**src/rtl/nes_cpu_pkg.sv**
```systemverilog
// Shared types and helpers for the NES CPU front end: queue-status debug state, decoded
// instruction bundle and 6502 instruction-length decode.
package nes_cpu_pkg;

  localparam int unsigned BUF_DEPTH_DEFAULT       = 8;
  localparam int unsigned MAX_OUTSTANDING_DEFAULT = 2;
  localparam int unsigned MAX_INSTR_SIZE          = 3;

  typedef enum logic [1:0] {
    FETCH_IDLE,
    FETCH_OPCODE,
    FETCH_DATA,
    FETCH_VALID
  } fetch_state_t;

  typedef struct packed {
    logic [7:0]  opcode;
    logic [15:0] operand;
    logic [1:0]  len;
    logic [15:0] pc;
  } instr_t;

  // Illegal (cc=11) opcodes decode as single-byte NOPs.
  function automatic logic [1:0] instr_len(logic [7:0] op);
    logic [2:0] bbb;
    logic [1:0] len;
    bbb = op[4:2];
    len = 2'd1;
    case (op[1:0])
      2'b01: begin
        if (bbb == 3'b011 || bbb == 3'b110 || bbb == 3'b111) len = 2'd3;
        else len = 2'd2;
      end
      2'b10: begin
        if (bbb == 3'b011 || bbb == 3'b111) len = 2'd3;
        else if (bbb == 3'b000 || bbb == 3'b001 || bbb == 3'b101) len = 2'd2;
        else len = 2'd1;
      end
      2'b00: begin
        if (op == 8'h00 || op == 8'h40 || op == 8'h60) len = 2'd1;
        else if (op == 8'h20) len = 2'd3;
        else if (bbb == 3'b011 || bbb == 3'b111) len = 2'd3;
        else if (bbb == 3'b010 || bbb == 3'b110) len = 2'd1;
        else len = 2'd2;
      end
      default: len = 2'd1;
    endcase
    return len;
  endfunction

endpackage

```
**src/rtl/nes_prefetch_fetch_unit_if.sv**
```systemverilog
// Bundle of memory-read, redirect and instruction-delivery signals around the fetch unit.
interface nes_prefetch_fetch_unit_if #(
  parameter int unsigned MEM_ADDR_SIZE = 16
);
  import nes_cpu_pkg::*;

  logic                     mem_req_valid;
  logic                     mem_req_ready;
  logic [MEM_ADDR_SIZE-1:0] mem_req_addr;
  logic                     mem_rsp_valid;
  logic [7:0]               mem_rsp_data;
  logic                     redirect_valid;
  logic [MEM_ADDR_SIZE-1:0] redirect_pc;
  logic                     instr_valid;
  logic                     instr_ready;
  logic [7:0]               instr_opcode;
  logic [15:0]              instr_operand;
  logic [1:0]               instr_len;
  logic [MEM_ADDR_SIZE-1:0] instr_pc;
  fetch_state_t             fetch_state;

  modport master (
    output mem_req_valid, mem_req_addr, instr_valid, instr_opcode, instr_operand, instr_len,
           instr_pc, fetch_state,
    input  mem_req_ready, mem_rsp_valid, mem_rsp_data, redirect_valid, redirect_pc, instr_ready
  );

  modport slave (
    input  mem_req_valid, mem_req_addr, instr_valid, instr_opcode, instr_operand, instr_len,
           instr_pc, fetch_state,
    output mem_req_ready, mem_rsp_valid, mem_rsp_data, redirect_valid, redirect_pc, instr_ready
  );

endinterface

```
**src/rtl/nes_byte_fifo.sv**
```systemverilog
// Byte queue with single push, 0-3 byte pop and a three-byte peek window at the head.
module nes_byte_fifo #(
  parameter int unsigned DEPTH = 8,
  localparam int unsigned PTR_W = $clog2(DEPTH),
  localparam int unsigned CNT_W = $clog2(DEPTH + 1)
) (
  input  logic             clk,
  input  logic             rst,
  input  logic             flush,
  input  logic             push,
  input  logic [7:0]       push_data,
  input  logic [1:0]       pop_len,
  output logic [CNT_W-1:0] count,
  output logic [7:0]       peek0,
  output logic [7:0]       peek1,
  output logic [7:0]       peek2
);

  logic [7:0]       mem_q [DEPTH];
  logic [PTR_W-1:0] wr_ptr_q;
  logic [PTR_W-1:0] rd_ptr_q;
  logic [CNT_W-1:0] count_q;

  always_ff @(posedge clk) begin
    if (rst || flush) begin
      wr_ptr_q <= '0;
      rd_ptr_q <= '0;
      count_q  <= '0;
    end else begin
      if (push) wr_ptr_q <= wr_ptr_q + PTR_W'(1);
      rd_ptr_q <= rd_ptr_q + PTR_W'(pop_len);
      count_q  <= count_q + CNT_W'(push) - CNT_W'(pop_len);
    end
  end

  // Storage needs no reset; validity is tracked by count_q alone.
  always_ff @(posedge clk) begin
    if (push && !flush && !rst) mem_q[wr_ptr_q] <= push_data;
  end

  always_comb begin
    count = count_q;
    peek0 = mem_q[rd_ptr_q];
    peek1 = mem_q[rd_ptr_q + PTR_W'(1)];
    peek2 = mem_q[rd_ptr_q + PTR_W'(2)];
  end

endmodule

```
**src/rtl/nes_prefetch_fetch_unit.sv**
```systemverilog
// 6502 prefetching fetch unit: streams bytes from program memory into a queue and hands
// whole decoded-length instructions with their PC to decode.
module nes_prefetch_fetch_unit
  import nes_cpu_pkg::*;
#(
  parameter int unsigned              MEM_ADDR_SIZE   = 16,
  parameter logic [MEM_ADDR_SIZE-1:0] BOOT_ADDR       = '0,
  parameter int unsigned              BUF_DEPTH       = BUF_DEPTH_DEFAULT,
  parameter int unsigned              MAX_OUTSTANDING = MAX_OUTSTANDING_DEFAULT
) (
  input logic                       clk,
  input logic                       rst,
  nes_prefetch_fetch_unit_if.master bus
);

  localparam int unsigned CNT_W = $clog2(BUF_DEPTH + 1);
  localparam int unsigned OUT_W = $clog2(MAX_OUTSTANDING + 1);

  typedef logic [MEM_ADDR_SIZE-1:0] addr_t;

  addr_t            fetch_pc_q, fetch_pc_d;
  addr_t            head_pc_q, head_pc_d;
  logic [OUT_W-1:0] outstanding_q, outstanding_d;
  logic [OUT_W-1:0] discard_q, discard_d;

  logic [CNT_W-1:0] count;
  logic [7:0]       peek0, peek1, peek2;
  logic             req_hs, fifo_push, has_instr, instr_fire;
  logic [1:0]       pop_len;
  instr_t           instr;

  nes_byte_fifo #(
    .DEPTH (BUF_DEPTH)
  ) u_fifo (
    .clk       (clk),
    .rst       (rst),
    .flush     (bus.redirect_valid),
    .push      (fifo_push),
    .push_data (bus.mem_rsp_data),
    .pop_len   (pop_len),
    .count     (count),
    .peek0     (peek0),
    .peek1     (peek1),
    .peek2     (peek2)
  );

  always_comb begin
    instr.opcode = peek0;
    instr.len    = instr_len(peek0);
    instr.pc     = 16'(head_pc_q);
    unique case (instr.len)
      2'd3:    instr.operand = {peek2, peek1};
      2'd2:    instr.operand = {8'h00, peek1};
      default: instr.operand = 16'h0000;
    endcase
    has_instr = (count != '0) && (count >= CNT_W'(instr.len));
  end

  // Bytes already queued plus bytes in flight reserve queue slots, so a push never overflows.
  always_comb begin
    bus.mem_req_valid = !rst && !bus.redirect_valid &&
                        ((32'(count) + 32'(outstanding_q)) < BUF_DEPTH) &&
                        (32'(outstanding_q) < MAX_OUTSTANDING);
    bus.mem_req_addr  = fetch_pc_q;
    req_hs            = bus.mem_req_valid && bus.mem_req_ready;

    bus.instr_valid   = !rst && has_instr && !bus.redirect_valid;
    instr_fire        = bus.instr_valid && bus.instr_ready;
    pop_len           = instr_fire ? instr.len : 2'd0;
    bus.instr_opcode  = bus.instr_valid ? instr.opcode : 8'h00;
    bus.instr_operand = bus.instr_valid ? instr.operand : 16'h0000;
    bus.instr_len     = bus.instr_valid ? instr.len : 2'd0;
    bus.instr_pc      = bus.instr_valid ? addr_t'(instr.pc) : addr_t'(0);

    fifo_push = bus.mem_rsp_valid && (discard_q == '0);

    if (has_instr)          bus.fetch_state = FETCH_VALID;
    else if (count != '0)   bus.fetch_state = FETCH_DATA;
    else if (outstanding_q != '0) bus.fetch_state = FETCH_OPCODE;
    else                    bus.fetch_state = FETCH_IDLE;
  end

  always_comb begin
    outstanding_d = outstanding_q + OUT_W'(req_hs) - OUT_W'(bus.mem_rsp_valid);
    discard_d     = discard_q;
    fetch_pc_d    = fetch_pc_q + addr_t'(req_hs);
    head_pc_d     = head_pc_q + addr_t'(pop_len);
    if (bus.redirect_valid) begin
      // Every read still in flight after this cycle belongs to the old stream.
      discard_d  = outstanding_d;
      fetch_pc_d = bus.redirect_pc;
      head_pc_d  = bus.redirect_pc;
    end else if (bus.mem_rsp_valid && (discard_q != '0)) begin
      discard_d  = discard_q - OUT_W'(1);
    end
  end

  always_ff @(posedge clk) begin
    if (rst) begin
      fetch_pc_q    <= BOOT_ADDR;
      head_pc_q     <= BOOT_ADDR;
      outstanding_q <= '0;
      discard_q     <= '0;
    end else begin
      fetch_pc_q    <= fetch_pc_d;
      head_pc_q     <= head_pc_d;
      outstanding_q <= outstanding_d;
      discard_q     <= discard_d;
    end
  end

endmodule

```
**src/flat_wrapper.sv**
```systemverilog
// flat-port wrapper written by rule: the top's interface ports become plain ports
module nes_prefetch_fetch_unit_flat import nes_cpu_pkg::*;
#(
  parameter int unsigned              MEM_ADDR_SIZE   = 16,
  parameter logic [MEM_ADDR_SIZE-1:0] BOOT_ADDR       = '0,
  parameter int unsigned              BUF_DEPTH       = BUF_DEPTH_DEFAULT,
  parameter int unsigned              MAX_OUTSTANDING = MAX_OUTSTANDING_DEFAULT
)
  (clk, rst, bus_mem_req_valid, bus_mem_req_addr, bus_instr_valid, bus_instr_opcode, bus_instr_operand, bus_instr_len, bus_instr_pc, bus_fetch_state, bus_mem_req_ready, bus_mem_rsp_valid, bus_mem_rsp_data, bus_redirect_valid, bus_redirect_pc, bus_instr_ready);
  nes_prefetch_fetch_unit_if #(.MEM_ADDR_SIZE(MEM_ADDR_SIZE)) bus_i ();
  input logic clk;
  input logic rst;
  output wire logic [$bits(bus_i.mem_req_valid)-1:0] bus_mem_req_valid;
  output wire logic [$bits(bus_i.mem_req_addr)-1:0] bus_mem_req_addr;
  output wire logic [$bits(bus_i.instr_valid)-1:0] bus_instr_valid;
  output wire logic [$bits(bus_i.instr_opcode)-1:0] bus_instr_opcode;
  output wire logic [$bits(bus_i.instr_operand)-1:0] bus_instr_operand;
  output wire logic [$bits(bus_i.instr_len)-1:0] bus_instr_len;
  output wire logic [$bits(bus_i.instr_pc)-1:0] bus_instr_pc;
  output wire logic [$bits(bus_i.fetch_state)-1:0] bus_fetch_state;
  input wire logic [$bits(bus_i.mem_req_ready)-1:0] bus_mem_req_ready;
  input wire logic [$bits(bus_i.mem_rsp_valid)-1:0] bus_mem_rsp_valid;
  input wire logic [$bits(bus_i.mem_rsp_data)-1:0] bus_mem_rsp_data;
  input wire logic [$bits(bus_i.redirect_valid)-1:0] bus_redirect_valid;
  input wire logic [$bits(bus_i.redirect_pc)-1:0] bus_redirect_pc;
  input wire logic [$bits(bus_i.instr_ready)-1:0] bus_instr_ready;
  assign bus_mem_req_valid = bus_i.mem_req_valid;
  assign bus_mem_req_addr = bus_i.mem_req_addr;
  assign bus_instr_valid = bus_i.instr_valid;
  assign bus_instr_opcode = bus_i.instr_opcode;
  assign bus_instr_operand = bus_i.instr_operand;
  assign bus_instr_len = bus_i.instr_len;
  assign bus_instr_pc = bus_i.instr_pc;
  assign bus_fetch_state = bus_i.fetch_state;
  assign bus_i.mem_req_ready = bus_mem_req_ready;
  assign bus_i.mem_rsp_valid = bus_mem_rsp_valid;
  assign bus_i.mem_rsp_data = bus_mem_rsp_data;
  assign bus_i.redirect_valid = bus_redirect_valid;
  assign bus_i.redirect_pc = bus_redirect_pc;
  assign bus_i.instr_ready = bus_instr_ready;
  nes_prefetch_fetch_unit #(.MEM_ADDR_SIZE(MEM_ADDR_SIZE), .BOOT_ADDR(BOOT_ADDR), .BUF_DEPTH(BUF_DEPTH), .MAX_OUTSTANDING(MAX_OUTSTANDING)) u_core (.clk(clk), .rst(rst), .bus(bus_i));
endmodule
```
**config.mk**
```make
export PLATFORM = sky130hd
export DESIGN_NAME = nes_prefetch_fetch_unit_flat
export DESIGN_NICKNAME = d
export VERILOG_FILES = /design/src/rtl/nes_cpu_pkg.sv /design/src/rtl/nes_prefetch_fetch_unit_if.sv /design/src/rtl/nes_byte_fifo.sv /design/src/rtl/nes_prefetch_fetch_unit.sv /design/src/flat_wrapper.sv
export SDC_FILE = /design/constraint.sdc
export NUM_CORES = 1
export LEC_CHECK = 0
export ABC_AREA = 1
export ABC_CLOCK_PERIOD_IN_PS = 7050
export BUFFER_PORTS_ARGS = -buffer_cell sky130_fd_sc_hd__buf_2
export CELL_PAD_IN_SITES_DETAIL_PLACEMENT = 0
export CELL_PAD_IN_SITES_GLOBAL_PLACEMENT = 1
export CORE_MARGIN = 3
export CORE_UTILIZATION = 46
export DETAILED_ROUTE_END_ITERATION = 10
export PLACE_DENSITY = 0.83
export SETUP_SLACK_MARGIN = 0.1
export SLEW_MARGIN = 20
export SYNTH_ARGS = -nofsm -noshare
export SYNTH_HDL_FRONTEND = slang
export SYNTH_SLANG_ARGS = --single-unit
```
**constraint.sdc**
```tcl
create_clock -name clk -period 7.05 [get_ports clk]
set_input_delay 0.705 -clock clk [delete_from_list [all_inputs] [get_ports clk]]
set_output_delay 0.705 -clock clk [all_outputs]
set_load 0.005 [all_outputs]
```
==> results of run 1 <==
worst max-delay path, delay by kind of cell, from the launching register on:
family / cells / cell delay (ns)
AND/OR/NAND/NOR: 15 / 2.14
flip-flops: 1 / 0.74
adder cells (fa/ha/maj): 3 / 0.97
AO/OA/AOI/OAI: 5 / 0.54
buffers and inverters: 7 / 1.15
cells in the mapped netlist (3+ instances only):
cell type,count
nand3_1,34
nor2_4,4
o221ai_1,8
inv_2,7
o32ai_1,3
xor2_1,12
fa_1,3
buf_6,6
nand4_1,18
nor2_2,18
dfxtp_1,46
inv_1,97
clkbuf_1,15
buf_2,6
o21ai_0,70
buf_1,3
nand3_2,10
nand2_1,194
nor2_1,85
buf_4,3
nor3_1,10
ha_1,20
o21ai_1,7
a21oi_1,26
o31ai_1,5
xnor2_1,4
o22ai_1,11
edfxtp_1,64
cell families (layout without fill, tap and decap cells):
group / Yosys count / in the layout
flops: 110 / 110
xor+xnor: 16 / 16
buf+inv: 139 / 217
fa+ha+maj: 23 / 23
compound gates: 138 / 138
simple gates: 384 / 384
metrics by stage:
| step | instance area [µm²] | hold slack (ns) |
|---|---|---|
| floorplan | 6400 | 0.481 |
| global placement | 6940 | 0.497 |
| detailed placement | 6950 | 0.509 |
| CTS | 7230 | 0.522 |
| global route | 7230 | 0.546 |
| finish | 7230 | 0.522 |
placed cells by master (no fill, tap or decap), types with 3 or more instances in the layout:
| cell type | n |
|---|---|
| a21oi_1 | 26 |
| buf_2 | 91 |
| buf_4 | 4 |
| clkbuf_16 | 9 |
| clkinvlp_4 | 3 |
| dfxtp_1 | 45 |
| edfxtp_1 | 64 |
| fa_1 | 3 |
| ha_1 | 20 |
| inv_1 | 97 |
| inv_2 | 7 |
| nand2_1 | 194 |
| nand3_1 | 34 |
| nand3_2 | 10 |
| nand4_1 | 18 |
| nor2_1 | 82 |
| nor2_2 | 21 |
| nor2_4 | 4 |
| nor3_1 | 8 |
| o21ai_0 | 70 |
| o21ai_1 | 7 |
| o221ai_1 | 8 |
| o22ai_1 | 11 |
| o31ai_1 | 5 |
| o32ai_1 | 3 |
| xnor2_1 | 4 |
| xor2_1 | 11 |
layout make-up:
cell class,instances,share of cell area (%)
sequential,110,39.3
multi-input combinational,561,41.5
clock buffer,9,3.12
inverter,106,5.50
tap,176,3.05
clock inverter,7,0.779
timing repair buffer,95,6.72
flip-flops by register name (all words and copies together) (netlist names):
register                 count
u_core.u_fifo.rd_ptr_q       3
u_core.bus.mem_req_addr     16
u_core.outstanding_q         2
u_core.u_fifo.wr_ptr_q       3
u_core.head_pc_q            16
u_core.u_fifo.mem_q         64
u_core.discard_q             2
u_core.u_fifo.count          4
report_power, final:
part / internal (mW) / switching [mW] / total [mW]
clock network: 0.243 / 0.249 / 0.492
logic: 0.0390 / 0.0675 / 0.106
registers: 0.696 / 0.0170 / 0.713
final timing paths:
path / cells past startpoint / end
min reg2reg: 2 / u_core.u_fifo.wr_ptr_q[0]$_SDFFE_PP0P_
min: 2 / u_core.u_fifo.wr_ptr_q[0]$_SDFFE_PP0P_
max reg2reg: 30 / u_core.head_pc_q[10]$_SDFF_PP0_
max: 30 / u_core.head_pc_q[10]$_SDFF_PP0_
per-layer routing:
| layer | routed length (µm) | global-route usage [%] |
|---|---|---|
| met3 | 773 | 3.81 |
| met4 | 264 | 6.78 |
| met2 | 8220 | 35.8 |
| met5 | 0 | 0 |
| met1 | 8100 | 32.8 |
==> flow_summary_export.csv, run 1 <==
group,metric,value,unit
logic_synthesis,synth_top_flop_cell,"edfxtp_1",
clocking,root_buffer,"clkbuf_16",
logic_synthesis,synth-compound-area-share,12.2,%
setup_path,cp_data_arrival_time,5.92,ns
floorplanning,rows,42,
power,cellLeakagePower,3.12,nW
sta,skew,0.00970,ns
logic_synthesis,synth.area.mux_share,0,%
placed_design,gp_congestion,0.846,
floorplanning,ios,92,
logic_synthesis,synthAdderAreaFrac,4.85,%
placed_design,dp.cells,1048,
setup_path,critPathMaxStageDelay,0.74,ns
sta,slew_headroom,31.2,%
logic_synthesis,synth_edf_count,64,
placed_design,pre_cts_ws,1.43,ns
global_route,grt_pass1_wl,26.6,mm
run,max-cap-violations,0,
logic_synthesis,synth_area,0.00640,mm²
sta,setup_violations,0,
final_layout,syn_to_final_growth,12.9,%
setup_path,ff2ff_setup_slack,1.35,ns
logic_synthesis,syn_nets,863,
clocking,numCtsBuffers,9,
hold_path,hp-start,"u_core.u_fifo.wr_ptr_q[0]$_SDFFE_PP0P_",
route,drt-initial-drc-count,473,
logic_synthesis,yosys_register_bits,110,
final_layout,fin_cells,1064,
sta,tns,0,ns
global_route,grt_max_degree,46,
hold_path,hold_path.class,"flop to flop",
floorplanning,dieArea,0.0154,mm²
route,ant_nets,0,
final_layout,diodes,0,
sta,layout_min_cycle_time,5.70,ns
logic_synthesis,synthSimpleGateAreaFrac,27.2,%
clocking,insertion_delay,0.36,ns
clocking,post_cts_buffers,0,
clocking,cts_tree,"built",
clocking,cts.sinks,110,
status,status,"finished, final reports clean",
setup_path,endpoint_kind,"flop",
placed_design,numPortBuffers,91,
floorplanning,die_height,124,µm
route,dr.pass1.iters,5,
final_layout,multi_input_area,0.00300,mm²
route,drt-total-wl,17.4,mm
final_layout,n_fill_cell,1339,
setup_path,required,7.27,ns
setup_path,slowest_stage,"dfxtp_2",
floorplanning,fp.dieW,124,µm
global_route,antenna_found_initial,0,
route,wl_per_cell,16.3,µm
floorplanning,core,0.0135,mm²
logic_synthesis,yosysSeqAreaShare,44.4,%
global_route,grt_pass1_vias,5052,
logic_synthesis,synth_area_leaders,"edfxtp_1 (30%), dfxtp_1 (14%), nand2_1 (11%), inv_1 (5.7%), o21ai_0 (5.5%)",
sta,finalHoldViolCount,0,
logic_synthesis,yosys.area.top_type_share,30.0,%
power,total_power,1.31,mW
setup_path,crit_start,"u_core.u_fifo.rd_ptr_q[0]$_SDFF_PP0_",
sta,rsz0062_at_grt,"no",
clocking,cts_hold_buf,0,
global_route,track_usage,22.9,%
setup_path,crit_path_start_kind,"flop",
route,via_per_inst,5.29,
power,pwr_density_cell,181,mW/mm²
sta,finalCritPeriodShare,80.9,%
floorplanning,start_util,47.6,%
logic_synthesis,syn_area_per_cell,7.91,µm²
logic_synthesis,yosysTopAreaCell,"edfxtp_1",
route,vias,5631,
logic_synthesis,synth_xor_xnor_area_share,2.19,%
clocking,ctsLongestPathBuffers,2,
logic_synthesis,synth_cells,810,
placed_design,dp_hpwl,12.3,mm
power,ir_drop,0.176,mV
logic_synthesis,synth.distinct_cells,43,
clocking,path_clk_slew,0.07,ns
logic_synthesis,async_reset_ff_share,0,%
sta,drv_slew,0,
setup_path,rr_startpoint,"u_core.u_fifo.rd_ptr_q[0]$_SDFF_PP0_",
clocking,cts_resized,0,
sta,max_freq,175,MHz
setup_path,cp_max_fo,45,
final_layout,layout.nets,936,
sta,setup_ws,1.35,ns
global_route,grt-ovfl-total,0,
clocking,htreeDepth,3,
final_layout,drive_gt1_share,18.6,%
setup_path,path_class,"flop to flop",
route,drcViolationCount,0,
logic_synthesis,ys.warnings.count,0,
logic_synthesis,synth_top_family_by_area,"simple AND/OR/NAND/NOR gates",
final_layout,final_core_util,53.7,%
final_layout,register_area,0.00284,mm²
sta,worstMarginPinSlew,1.03,ns
No activity file was read; power rests on OpenSTA's default activity.
==> run 2, diff against run 1 <==
- ABC_CLOCK_PERIOD_IN_PS: 7050 -> 5060
- CORE_UTILIZATION: 46 -> 39
- PLACE_DENSITY: 0.83 -> 0.74
- clock period: 7.05 -> 5.06 ns (I/O delays scaled with it)
==> flow_summary_export.csv, run 2 (synthesis results as in run 1) <==
group,metric,value,unit
floorplanning,die_height,134,µm
final_layout,fin_cells,1113,
setup_path,slowest_stage,"dfxtp_4",
sta,finalCritPeriodShare,87.3,%
power,pwr_density_cell,257,mW/mm²
floorplanning,dieArea,0.0180,mm²
final_layout,n_fill_cell,1656,
floorplanning,core,0.0160,mm²
final_layout,layout.nets,945,
sta,drv_slew,0,
sta,setup_violations,0,
clocking,insertion_delay,0.36,ns
sta,finalHoldViolCount,0,
clocking,cts.sinks,110,
clocking,cts_tree,"built",
final_layout,layout_commonest_cell,"nand2_1",
setup_path,cp_data_arrival_time,4.65,ns
setup_path,critPathMaxStageDelay,0.44,ns
global_route,grt_pass1_vias,5077,
placed_design,dp_hpwl,12.5,mm
route,wl_per_cell,16.4,µm
placed_design,numPortBuffers,91,
sta,layout_min_cycle_time,4.42,ns
placed_design,dp.cells,1093,
final_layout,largest_reg_flops,64,
setup_path,cp_max_fo,22,
route,drcViolationCount,0,
route,drt-total-wl,18.3,mm
power,ir_drop,0.179,mV
clocking,root_buffer,"clkbuf_16",
sta,skew,0.00932,ns
clocking,path_clk_slew,0.08,ns
floorplanning,fp.dieW,134,µm
setup_path,crit_path_start_kind,"flop",
final_layout,diodes,0,
sta,rsz0062_at_grt,"no",
final_layout,final_core_util,46.6,%
sta,max_freq,226,MHz
route,dr.pass1.iters,5,
clocking,ctsLongestPathBuffers,2,
sta,slew_headroom,30.1,%
run,max-cap-violations,0,
floorplanning,rows,46,
setup_path,path_common_cell,"inv_1",
hold_path,hold_path.class,"primary input to flop",
setup_path,crit_buf_inv,6,
placed_design,pre_cts_ws,0.311,ns
sta,setup_ws,0.643,ns
clocking,numCtsBuffers,9,
setup_path,path_class,"flop to flop",
final_layout,syn_to_final_growth,16.5,%
final_layout,drive_gt1_share,19.7,%
route,vias,5624,
sta,tns,0,ns
global_route,grt_max_degree,86,
power,cellLeakagePower,3.21,nW
global_route,track_usage,19.9,%
floorplanning,ios,92,
route,drt-initial-drc-count,397,
sta,worstMarginPinSlew,1.04,ns
status,status,"finished, final reports clean",
floorplanning,start_util,40.0,%
placed_design,gp_congestion,0.842,
final_layout,top_register,"u_core.u_fifo.mem_q",
setup_path,path_delay_family,"simple AND/OR/NAND/NOR gates",
route,via_per_inst,5.05,
route,ant_nets,0,
setup_path,endpoint_kind,"flop",
global_route,grt_pass1_wl,27.8,mm
clocking,htreeDepth,3,
final_layout,layout_common_cells,"nand2_1 (194), inv_1 (97), buf_2 (91)",
global_route,grt-ovfl-total,0,
global_route,antenna_found_initial,0,
setup_path,required,5.29,ns
power,total_power,1.92,mW
[run 2: changes by cell type in the layout (fill, tap and decap cells not counted), moves of 2 or more]
| cell | change |
|---|---|
| buf_4 | +5 |
| nor2_2 | +2 |
| buf_12 | +2 |
| dfxtp_1 | -2 |
| bufinv_16 | +2 |
| nor2_1 | -2 |
| clkbuf_16 | +2 |
[run 2: worst paths after layout]
kind | from | to | slack, ns | cells after the start
hold reg to reg | u_core.u_fifo.wr_ptr_q[0]$_SDFFE_PP0P_ | u_core.u_fifo.wr_ptr_q[0]$_SDFFE_PP0P_ | 0.52 | 2
hold / removal | rst | u_core.outstanding_q[0]$_SDFF_PP0_ | 0.37 | 2
setup reg to reg | u_core.u_fifo.rd_ptr_q[0]$_SDFF_PP0_ | u_core.head_pc_q[10]$_SDFF_PP0_ | 0.64 | 29
setup / recovery | u_core.u_fifo.rd_ptr_q[0]$_SDFF_PP0_ | u_core.head_pc_q[10]$_SDFF_PP0_ | 0.64 | 29
[run 2: repair_timing]
item	CTS	global route
setup endpoints to repair	0	3
hold buffers	0	0
resized for setup	0	11
buffers inserted	0	2
[run 2: metal layers]
| layer | vias up | track usage, % | wire [µm] |
|---|---|---|---|
| met5 | - | 0 | 0 |
| met3 | 21 | 3.45 | 841 |
| met1 | 2617 | 29.7 | 9080 |
| met4 | 0 | 5.94 | 315 |
| met2 | 135 | 29.7 | 8030 |
| li1 | 2851 | - | - |
[run 2: layout make-up]
| class | instances | area, µm² | area share (%) |
|---|---|---|---|
| flip-flops and latches | 110 | 2850 | 38.2 |
| clock inverters | 7 | 96.3 | 1.29 |
| well taps | 216 | 270 | 3.62 |
| inverters | 106 | 405 | 5.43 |
| multi-input cells | 561 | 3000 | 40.2 |
| repair buffers | 104 | 613 | 8.22 |
| clock buffers | 9 | 225 | 3.02 |
[run 2: through the flow]
stage / instance area, µm² / hold slack (ns)
after floorplan: 6400 / 0.481
after global placement: 7040 / 0.503
after detailed placement: 7040 / 0.509
after CTS: 7360 / 0.366
after global routing: 7460 / 0.384
final: 7460 / 0.374
[run 2: where the power goes]
group          internal (mW)  leakage (nW)  switching (mW)
combinational         0.0557          2.10          0.0959
sequential             0.969         0.956          0.0239
clock                  0.435         0.148           0.340
